$ cat src/rtl/countdown_entry_ctrl.sv
// -----------------------------------------------------------------------------
// countdown_entry_ctrl
//
// Purpose:
//    Turns decoded keypad strobes into an mm:ss countdown. Up to four BCD
//    digits are accumulated. Confirm validates them. The timer is then armed,
//    and start runs a BCD down-counter that decrements once every TICK_DIV
//    clock cycles until it reaches 00:00.
//
// Parameters:
//    TICK_DIV  clk cycles per countdown second (>= 2)
//    TICK_W    prescaler width, 2**TICK_W >= TICK_DIV
//
// Ports:
//    clk              system clock (shared with the keypad stage)
//    rst              asynchronous reset, active-high
//    keydown_start    one-cycle strobe, start key
//    keydown_confirm  one-cycle strobe, confirm key
//    keydown_clear    one-cycle strobe, clear key
//    keydown_num      one-cycle strobe, numeric key (value on num)
//    num[3:0]         key value, only 0..9 are accepted
//    digits[15:0]     BCD {m_tens, m_ones, s_tens, s_ones}
//    state[2:0]       IDLE=000 ENTRY=001 ARMED=010 RUN=011 DONE=100 PAUSE=101
//    running          high in RUN
//    done             high in DONE
//    err              one-cycle pulse on a rejected confirm
//
// Build option:
//    COUNTDOWN_PAUSE_EN  when defined, start toggles RUN <-> PAUSE. When it
//                        is undefined, start in RUN is ignored and code 101
//                        decodes back to IDLE.
//
// All outputs are registered and reflect a strobe on the cycle after it.
// -----------------------------------------------------------------------------
module countdown_entry_ctrl #(
   parameter int TICK_DIV = 1000,
   parameter int TICK_W   = 10
) (
   input  logic        clk,
   input  logic        rst,
   input  logic        keydown_start,
   input  logic        keydown_confirm,
   input  logic        keydown_clear,
   input  logic        keydown_num,
   input  logic [3:0]  num,
   output logic [15:0] digits,
   output logic [2:0]  state,
   output logic        running,
   output logic        done,
   output logic        err
);

   // ---------------------------------------------------------------------
   // Types and constants
   // ---------------------------------------------------------------------
   typedef enum logic [2:0] {
      ST_IDLE  = 3'b000,
      ST_ENTRY = 3'b001,
      ST_ARMED = 3'b010,
      ST_RUN   = 3'b011,
      ST_DONE  = 3'b100,
      ST_PAUSE = 3'b101
   } state_e;

   // The single key acted on in a cycle once strobe priority is resolved.
   typedef enum logic [2:0] {
      KEY_NONE,
      KEY_NUM,
      KEY_START,
      KEY_CONFIRM,
      KEY_CLEAR
   } key_e;

   localparam logic [TICK_W-1:0] TICK_LAST = TICK_W'(TICK_DIV - 1);
   localparam logic [2:0]        MAX_DIGITS = 3'd4;

   // ---------------------------------------------------------------------
   // State
   // ---------------------------------------------------------------------
   state_e            state_q,   state_d;
   logic [15:0]       digits_q,  digits_d;
   logic [2:0]        count_q,   count_d;
   logic [TICK_W-1:0] presc_q,   presc_d;
   logic              err_q,     err_d;
   logic              running_q, running_d;
   logic              done_q,    done_d;

   // ---------------------------------------------------------------------
   // Helpers
   // ---------------------------------------------------------------------

   // mm:ss decrement in BCD. Seconds borrow through 59, minutes through 99.
   // The caller never passes 00:00.
   function automatic logic [15:0] bcd_dec(input logic [15:0] v);
      logic [3:0] m_tens, m_ones, s_tens, s_ones;
      {m_tens, m_ones, s_tens, s_ones} = v;
      if (s_ones != 4'd0) begin
         s_ones = s_ones - 4'd1;
      end else begin
         s_ones = 4'd9;
         if (s_tens != 4'd0) begin
            s_tens = s_tens - 4'd1;
         end else begin
            s_tens = 4'd5;
            if (m_ones != 4'd0) begin
               m_ones = m_ones - 4'd1;
            end else begin
               m_ones = 4'd9;
               m_tens = m_tens - 4'd1;
            end
         end
      end
      return {m_tens, m_ones, s_tens, s_ones};
   endfunction

   key_e        key;
   logic        num_valid;
   logic        entry_ok;
   logic        tick;
   logic [15:0] dec_val;

   assign num_valid = (num <= 4'd9);
   // An entry is accepted when its seconds-tens digit is 0..5 and it is not
   // all zeros. m_tens is unrestricted, so the limit is 99:59.
   assign entry_ok  = (digits_q[7:4] <= 4'd5) && (digits_q != 16'h0000);
   assign tick      = (presc_q == TICK_LAST);
   assign dec_val   = bcd_dec(digits_q);

   // Strobe priority is clear > confirm > start > num. Only the winner is
   // handled, even if the current state ignores it. An out-of-range num is
   // never a candidate.
   always_comb begin
      key = KEY_NONE;
      if (keydown_clear) begin
         key = KEY_CLEAR;
      end else if (keydown_confirm) begin
         key = KEY_CONFIRM;
      end else if (keydown_start) begin
         key = KEY_START;
      end else if (keydown_num && num_valid) begin
         key = KEY_NUM;
      end
   end

   // ---------------------------------------------------------------------
   // Next-state / output logic
   // ---------------------------------------------------------------------
   // NOTE: every signal this block drives gets a default first, so no path
   // leaves one unassigned and no latch is inferred.
   always_comb begin
      state_d = state_q;
      digits_d = digits_q;
      count_d = count_q;
      presc_d = presc_q;
      err_d = 1'b0;

      case (state_q)
         ST_IDLE: begin
            if (key == KEY_NUM) begin
               digits_d = {12'h000, num};
               count_d = 3'd1;
               state_d = ST_ENTRY;
            end
         end

         ST_ENTRY: begin
            case (key)
               KEY_CLEAR: begin
                  digits_d = 16'h0000;
                  count_d = 3'd0;
                  state_d = ST_IDLE;
               end
               KEY_CONFIRM: begin
                  if (entry_ok) begin
                     state_d = ST_ARMED;
                  end else begin
                     err_d = 1'b1;
                     digits_d = 16'h0000;
                     count_d = 3'd0;
                     state_d = ST_IDLE;
                  end
               end
               KEY_NUM: begin
                  // A fifth digit is dropped and the existing four are kept.
                  if (count_q < MAX_DIGITS) begin
                     digits_d = {digits_q[11:0], num};
                     count_d = count_q + 3'd1;
                  end
               end
               default: ;
            endcase
         end

         ST_ARMED: begin
            if (key == KEY_CLEAR) begin
               digits_d = 16'h0000;
               count_d = 3'd0;
               state_d = ST_IDLE;
            end else if (key == KEY_START) begin
               // The prescaler restarts here, so the first decrement lands
               // exactly TICK_DIV cycles after the start strobe.
               presc_d = '0;
               state_d = ST_RUN;
            end
         end

         ST_RUN: begin
            // Clear aborts and takes precedence over a coincident tick.
            if (key == KEY_CLEAR) begin
               digits_d = 16'h0000;
               count_d = 3'd0;
               presc_d = '0;
               state_d = ST_IDLE;
`ifdef COUNTDOWN_PAUSE_EN
            end else if (key == KEY_START) begin
               // The prescaler and the digits hold their values while paused.
               state_d = ST_PAUSE;
`endif
            end else if (tick) begin
               presc_d = '0;
               if (dec_val == 16'h0000) begin
                  digits_d = 16'h0000;
                  state_d = ST_DONE;
               end else begin
                  digits_d = dec_val;
               end
            end else begin
               presc_d = presc_q + TICK_W'(1);
            end
         end

         ST_DONE: begin
            digits_d = 16'h0000;
            if ((key == KEY_CLEAR) || (key == KEY_CONFIRM)) begin
               count_d = 3'd0;
               state_d = ST_IDLE;
            end
         end

`ifdef COUNTDOWN_PAUSE_EN
         ST_PAUSE: begin
            if (key == KEY_CLEAR) begin
               digits_d = 16'h0000;
               count_d = 3'd0;
               presc_d = '0;
               state_d = ST_IDLE;
            end else if (key == KEY_START) begin
               state_d = ST_RUN;
            end
         end
`endif

         // Unused codes, including PAUSE when the pause option is not built,
         // fall back to a clean IDLE.
         default: begin
            digits_d = 16'h0000;
            count_d = 3'd0;
            presc_d = '0;
            state_d = ST_IDLE;
         end
      endcase

      running_d = (state_d == ST_RUN);
      done_d = (state_d == ST_DONE);
   end

   // ---------------------------------------------------------------------
   // Registers
   // ---------------------------------------------------------------------
   // NOTE: sequential state uses non-blocking assignments. All registers
   // therefore update together from values sampled before the edge.
   always_ff @(posedge clk or posedge rst) begin
      if (rst) begin
         state_q <= ST_IDLE;
         digits_q <= 16'h0000;
         count_q <= 3'd0;
         presc_q <= '0;
         err_q <= 1'b0;
         running_q <= 1'b0;
         done_q <= 1'b0;
      end else begin
         state_q <= state_d;
         digits_q <= digits_d;
         count_q <= count_d;
         presc_q <= presc_d;
         err_q <= err_d;
         running_q <= running_d;
         done_q <= done_d;
      end
   end

   // ---------------------------------------------------------------------
   // Outputs
   // ---------------------------------------------------------------------
   assign digits = digits_q;
   assign state = state_q;
   assign running = running_q;
   assign done = done_q;
   assign err = err_q;

endmodule

$ cat config.mk
export PLATFORM = sky130hd
export DESIGN_NAME = countdown_entry_ctrl
export DESIGN_NICKNAME = d
export VERILOG_FILES = /design/src/rtl/countdown_entry_ctrl.sv
export SDC_FILE = /design/constraint.sdc
export NUM_CORES = 1
export LEC_CHECK = 0
export ABC_AREA = 1
export BUFFER_PORTS_ARGS = -buffer_cell sky130_fd_sc_hd__buf_2
export CAP_MARGIN = 20
export CORE_MARGIN = 2
export CORE_UTILIZATION = 60
export CTS_BUF_LIST = sky130_fd_sc_hd__clkbuf_4
export CTS_CLUSTER_DIAMETER = 100
export DETAILED_ROUTE_END_ITERATION = 6
export PLACE_DENSITY = 0.83
export SLEW_MARGIN = 20
export SYNTH_ARGS = -nofsm -noshare
export SYNTH_HDL_FRONTEND = slang
export SYNTH_SLANG_ARGS = --single-unit
$ cat constraint.sdc
create_clock -name clk -period 5.8 [get_ports clk]
set_clock_uncertainty 0.2 [all_clocks]
set_input_delay 0.58 -clock clk [delete_from_list [all_inputs] [get_ports clk]]
set_output_delay 0.58 -clock clk [all_outputs]
set_load 0.01 [all_outputs]
==> results.json, run 1 <==
{
  "utilization": 0.695,
  "synth.top_cell.area_share": 0.369,
  "cts_root_buffer": "clkbuf_4",
  "die_w_um": 66.9,
  "r2r_start": "digits[0]",
  "hpwl_mm": 3.93,
  "clkTransAtPathRegs_ns": 0.11,
  "io_pins": 32,
  "via_per_inst": 5.39,
  "place.gp.congestion": 0.920,
  "p_leak_nw": 1.39,
  "fin_crit_sh": 0.446,
  "reg2regPathDepth": 11,
  "synth_top_family_by_area": "simple AND/OR/NAND/NOR gates",
  "period_needed_ns": 2.59,
  "grt_max_degree": 36,
  "fin_nets": 391,
  "rsz0062_at_grt": "false",
  "synth_most_common_cell": "nand2_1",
  "postSynthCellCount": 341,
  "drive_gt1_frac": 0.149,
  "async_reset_ff_frac": 1.00,
  "core_region_area_um2": 3740,
  "grt_pass1_vias": 2017,
  "yosysTopAreaCell": "dfrtp_1",
  "drc": 0,
  "wl_mm": 5.22,
  "synth_common_cells": "nand2_1, inv_1, nor2_1",
  "crit_type": "reg -> reg",
  "antenna_found_initial": 0,
  "synth_cell_types": 33,
  "cts_setup_buffers": 0,
  "synth_seq_cells": 35,
  "finalSetupViolations": 0,
  "worstMarginPinSlew_ns": 0.685,
  "ir_drop_v": 0.000160,
  "finalInstanceArea_um2": 2600,
  "die-area_um2": 4470,
  "avgSynthCellArea_um2": 6.96,
  "synthAdderAreaFrac": 0.0316,
  "rows": 22,
  "cts_hold_buffers": 0,
  "setup.worst_path.end_class": "flip-flop",
  "area_growth_syn_to_layout_pct": 9.60,
  "synthFlopType": "dfrtp_1",
  "tritoncts": "yes",
  "placed_cell_area_um2": 2550,
  "insertion_delay_ns": 0.34,
  "cts_num_sinks": 35,
  "synth-simple-area-share": 0.329,
  "instances_no_fill": 423,
  "synth_area_leaders": "dfrtp_1, nand2_1, inv_1, nor2_1, o21ai_0",
  "r2r_slack_ns": 3.21,
  "overflow": 0,
  "tns_ns": 0,
  "startpoint_type": "flip-flop",
  "ys_warn_count": 0,
  "die_y_um": 66.9,
  "hold_viol_final": 0,
  "cts_resized": 0,
  "clock_path_buffers": 2,
  "placed_cells": 416,
  "ant_nets": 0,
  "syn_nets": 357,
  "grt_pass1_wl_mm": 9.06,
  "dr.pass1.iters": 4,
  "grt_util_all_layers": 0.263,
  "drv_slew": 0,
  "clock.fmax_mhz": 386,
  "syn_area_um2": 2370,
  "worstPathArrival_ns": 2.60,
  "p_per_area_nw_per_um2": 268,
  "start_util": 0.634,
  "synth_edf_count": 0,
  "muxShareOfSynthArea": 0,
  "drt_iter0_markers": 262,
  "r2r_end": "running",
  "num_antenna_cells": 0,
  "num_vias": 2279,
  "hold_path_class": "in -> async",
  "synth_compound_area_frac": 0.152,
  "relSlewSlack": 0.542,
  "crit_fanout": 5,
  "portBuffers": 31,
  "worst-endpoint-required_ns": 5.81,
  "synth_xor_xnor_area_share": 0.0148,
  "cap_viol_max_count": 0,
  "post_drt_wl_per_cell_um": 12.3,
  "outcome": "complete, no violations",
  "h-tree-depth": 2,
  "ys_seq_area_frac": 0.369,
  "cts_buffers": 5,
  "hold_slack_ns": 0.127
}
[layout make-up]
type / instances / area, µm²
clock buffers: 5 / 37.5
clock inverters: 2 / 8.76
fillers: 340 / 1140
inverters: 53 / 204
multi-input cells: 248 / 1250
flip-flops and latches: 35 / 876
well taps: 48 / 60.1
repair buffers: 32 / 163
[flip-flops by register name, summed over array words and instances, names as in the netlist]
name and cells:
digits 16, presc_q 10, count_q 3, state 3
done 1, err 1, running 1
[per-stage QoR]
stage | setup slack (ns) | power (mW)
detailed placement | 3.05 | 0.570
CTS | 3.25 | 0.692
global placement | 3.14 | 0.566
floorplan | 3.62 | 0.508
global route | 3.00 | 0.745
finish | 3.21 | 0.696
[power by group]
group,switching (mW),total [mW],internal [mW]
logic,0.189,0.288,0.0992
registers,0.0220,0.283,0.261
clock network,0.0817,0.125,0.0430
[cell usage in the layout, fill, tap and decap left out, types with 2 or more instances in the layout]
master and count:
nand2_1 97, inv_1 51, nor2_1 42, dfrtp_1 35, buf_2 31, o21ai_0 22
nand3_1 20, nor3_1 9, a21oi_1 9, o21ai_2 9, o22ai_1 9, ha_1 6
clkbuf_4 5, xor2_1 4, nand4_1 3, nand2_4 3, a22oi_1 3, clkinv_1 2
[worst max-delay path: stages, from the launching register on]
cell	delay, ns
dfrtp_1	0.45
inv_1	0.14
ha_1	0.26
nand2_1	0.09
nor2_1	0.30
nor2_1	0.07
a21oi_1	0.24
nand3_1	0.11
nor2_1	0.12
nand3_1	0.15
o21ai_2	0.21
o21ai_0	0.13
[cell families after synthesis]
kind of cell               after synthesis
buffers and inverters                   58
xor gates and xnor gates                 4
AOI/OAI and AO/OA                       58
and+or+nand+nor                        180
adders and majority gates                6
DFF                                     35
[layer usage]
metal | GRT usage | wire length (µm) | vias up
li1 | - | - | 1160
met3 | 0.0439 | 256 | 8
met5 | 0 | 0 | -
met4 | 0.0663 | 50 | 0
met2 | 0.401 | 2350 | 70
met1 | 0.387 | 2560 | 1041
[worst max path at each step]
stage             startpoint   endpoint  slack [ns]  cells after the start
2_1_floorplan      digits[0]    running        3.62                     13
3_3_place_gp   keydown_clear  digits[4]        3.14                     11
3_5_place_dp   keydown_clear  digits[4]        3.05                     11
4_1_cts            digits[0]    running        3.25                     11
5_1_grt            digits[1]    running        3.00                     11
6_report           digits[0]    running        3.21                     11
(Power assumes the default switching activity.)
==> inputs of run 2 (changes only) <==
Settings changed: CORE_UTILIZATION 60 to 54, PLACE_DENSITY 0.83 to 0.79.
Clock period 5.8 ns to 2.3 ns, I/O delays scaled along.
==> run 2 against run 1 <==
Compared with the run above:
- sequential cell count is the same
- sequential power grew to 2.5 times the previous value
- total power grew to 2.9 times the previous value
==> results.json, run 2 (synthesis results as in run 1) <==
{
  "core_region_area_um2": 4290,
  "area_growth_syn_to_layout_pct": 18.8,
  "insertion_delay_ns": 0.35,
  "grt_util_all_layers": 0.247,
  "setup.worst_path.end_class": "flip-flop",
  "dr.pass1.iters": 5,
  "rsz0062_at_grt": "true",
  "cts_num_sinks": 35,
  "instances_no_fill": 445,
  "worst-endpoint-required_ns": 2.34,
  "period_needed_ns": 2.12,
  "largest_register_ffs": 16,
  "overflow": 0,
  "worstPathArrival_ns": 2.16,
  "post_drt_wl_per_cell_um": 12.8,
  "cp_slowest_stage_delay_ns": 0.41,
  "layout_common_cells": "nand2_1, inv_1, nor2_1",
  "relSlewSlack": 0.702,
  "place.gp.congestion": 0.896,
  "place_ws_ns": -0.0504,
  "clock_path_buffers": 2,
  "timing.final.ws_setup_ns": 0.180,
  "portBuffers": 31,
  "grt_pass1_vias": 2257,
  "die-area_um2": 4940,
  "io_pins": 32,
  "cts_root_buffer": "clkbuf_4",
  "fin_crit_sh": 0.922,
  "wl_mm": 5.71,
  "drc": 0,
  "clkTransAtPathRegs_ns": 0.11,
  "utilization": 0.656,
  "clkPwrFrac": 0.220,
  "startpoint_type": "flip-flop",
  "h-tree-depth": 2,
  "worstMarginPinSlew_ns": 0.446,
  "p_per_area_nw_per_um2": 706,
  "p_comb_frac": 0.423,
  "drive_gt1_frac": 0.198,
  "p_switching_uw": 794,
  "drt_iter0_markers": 181,
  "slowest_stage": "dfrtp_1",
  "via_per_inst": 5.38,
  "final_common_cell": "nand2_1",
  "cp_common_cell": "nand2_1",
  "hold_path_class": "in -> reg",
  "p_leak_nw": 1.49,
  "tritoncts": "yes",
  "hold_slack_ns": 0.0619,
  "fin_nets": 408,
  "hold_viol_final": 0,
  "intPower_mw": 1.19,
  "critical_path.cell_chain": "inv_2 > ha_4 > nand2_4 > nor2_8 > nand2_1 > nand2_1 > nand2_1 > inv_1 > nand2_1 > nor2_1 > nand3_2 > o21ai_2 > o21ai_1",
  "grt_max_degree": 36,
  "ant_nets": 0,
  "cap_viol_max_count": 0,
  "crit_type": "reg -> reg",
  "seqPwrFrac": 0.357,
  "total_power_mw": 1.99,
  "ir_drop_v": 0.000405,
  "num_antenna_cells": 0,
  "num_vias": 2392,
  "die_w_um": 70.3,
  "cts_buffers": 5,
  "outcome": "complete, no violations",
  "drv_slew": 0,
  "hpwl_mm": 4.28,
  "rows": 24,
  "start_util": 0.552,
  "grt_pass1_wl_mm": 9.74,
  "crit_fanout": 10,
  "p_sw_frac": 0.400,
  "antenna_found_initial": 0,
  "placed_cells": 432,
  "die_y_um": 70.3,
  "clock.fmax_mhz": 472,
  "finalSetupViolations": 0
}
[run 2: cell count changes in the layout (fill, tap and decap cells not counted), moves of 2 or more]
cell,delta
buf_4,+12
inv_1,-2
dlygate4sd3_1,+5
nor2_1,-4
nor2_2,+3
inv_2,+2
[run 2: power by group through the flow]
| stage | logic [mW] | registers [mW] | clock network, mW |
|---|---|---|---|
| floorplan | 0.552 | 0.730 | 0 |
| global placement | 0.760 | 0.715 | 0 |
| detailed placement | 0.763 | 0.715 | 0 |
| CTS | 0.776 | 0.705 | 0.450 |
| global route | 0.934 | 0.718 | 0.472 |
| finish | 0.840 | 0.711 | 0.437 |
[run 2: stage by stage]
step           setup TNS, ns  area (µm²)
2_1_floorplan              0        2370
3_3_place_gp               0        2650
3_5_place_dp         -0.0504        2650
4_1_cts                    0        2780
5_1_grt             -0.00714        2820
6_report                   0        2820
[run 2: cell type report]
| class | count | area, µm² |
|---|---|---|
| clock inverters | 3 | 38.8 |
| repair buffers | 49 | 303 |
| flip-flops and latches | 35 | 876 |
| multi-input cells | 248 | 1290 |
| inverters | 53 | 211 |
| well taps | 52 | 65.1 |
| fillers | 374 | 1480 |
| clock buffers | 5 | 37.5 |
[run 2: worst max-delay path: cells and delay by family (launching register included)]
kind            cells  cell delay (ns)
fa+ha+maj           1             0.17
buf+inv             2             0.18
flops               1             0.41
compound gates      2             0.28
simple gates        8             0.77
[run 2: what timing repair did]
| item | CTS | global route |
|---|---|---|
| hold buffers | 5 | 0 |
| gates resized for setup | 1 | 13 |
| pin swaps | 0 | 3 |
| hold endpoints to repair | 39 | 0 |
| setup endpoints to repair | 1 | 21 |
| setup buffers | 0 | 0 |
[run 2: worst paths after layout]
path	start	to	slack (ns)	cells after the start
min in group asynchronous	rst	state[0]	0.31	4
max in group asynchronous	rst	digits[12]	1.27	4
worst max register to register	digits[0]	running	0.18	13
worst min register to register	count_q[1]	count_q[1]	0.30	2
worst max-delay path	digits[0]	running	0.18	13
worst min-delay path	keydown_confirm	err	0.06	5
[run 2: routing by layer]
metal | GRT usage | vias up | wire [µm]
li1 | - | 1195 | -
met3 | 0.0476 | 15 | 449
met2 | 0.408 | 98 | 2650
met5 | 0 | - | 0
met1 | 0.318 | 1084 | 2490
met4 | 0.0962 | 0 | 118
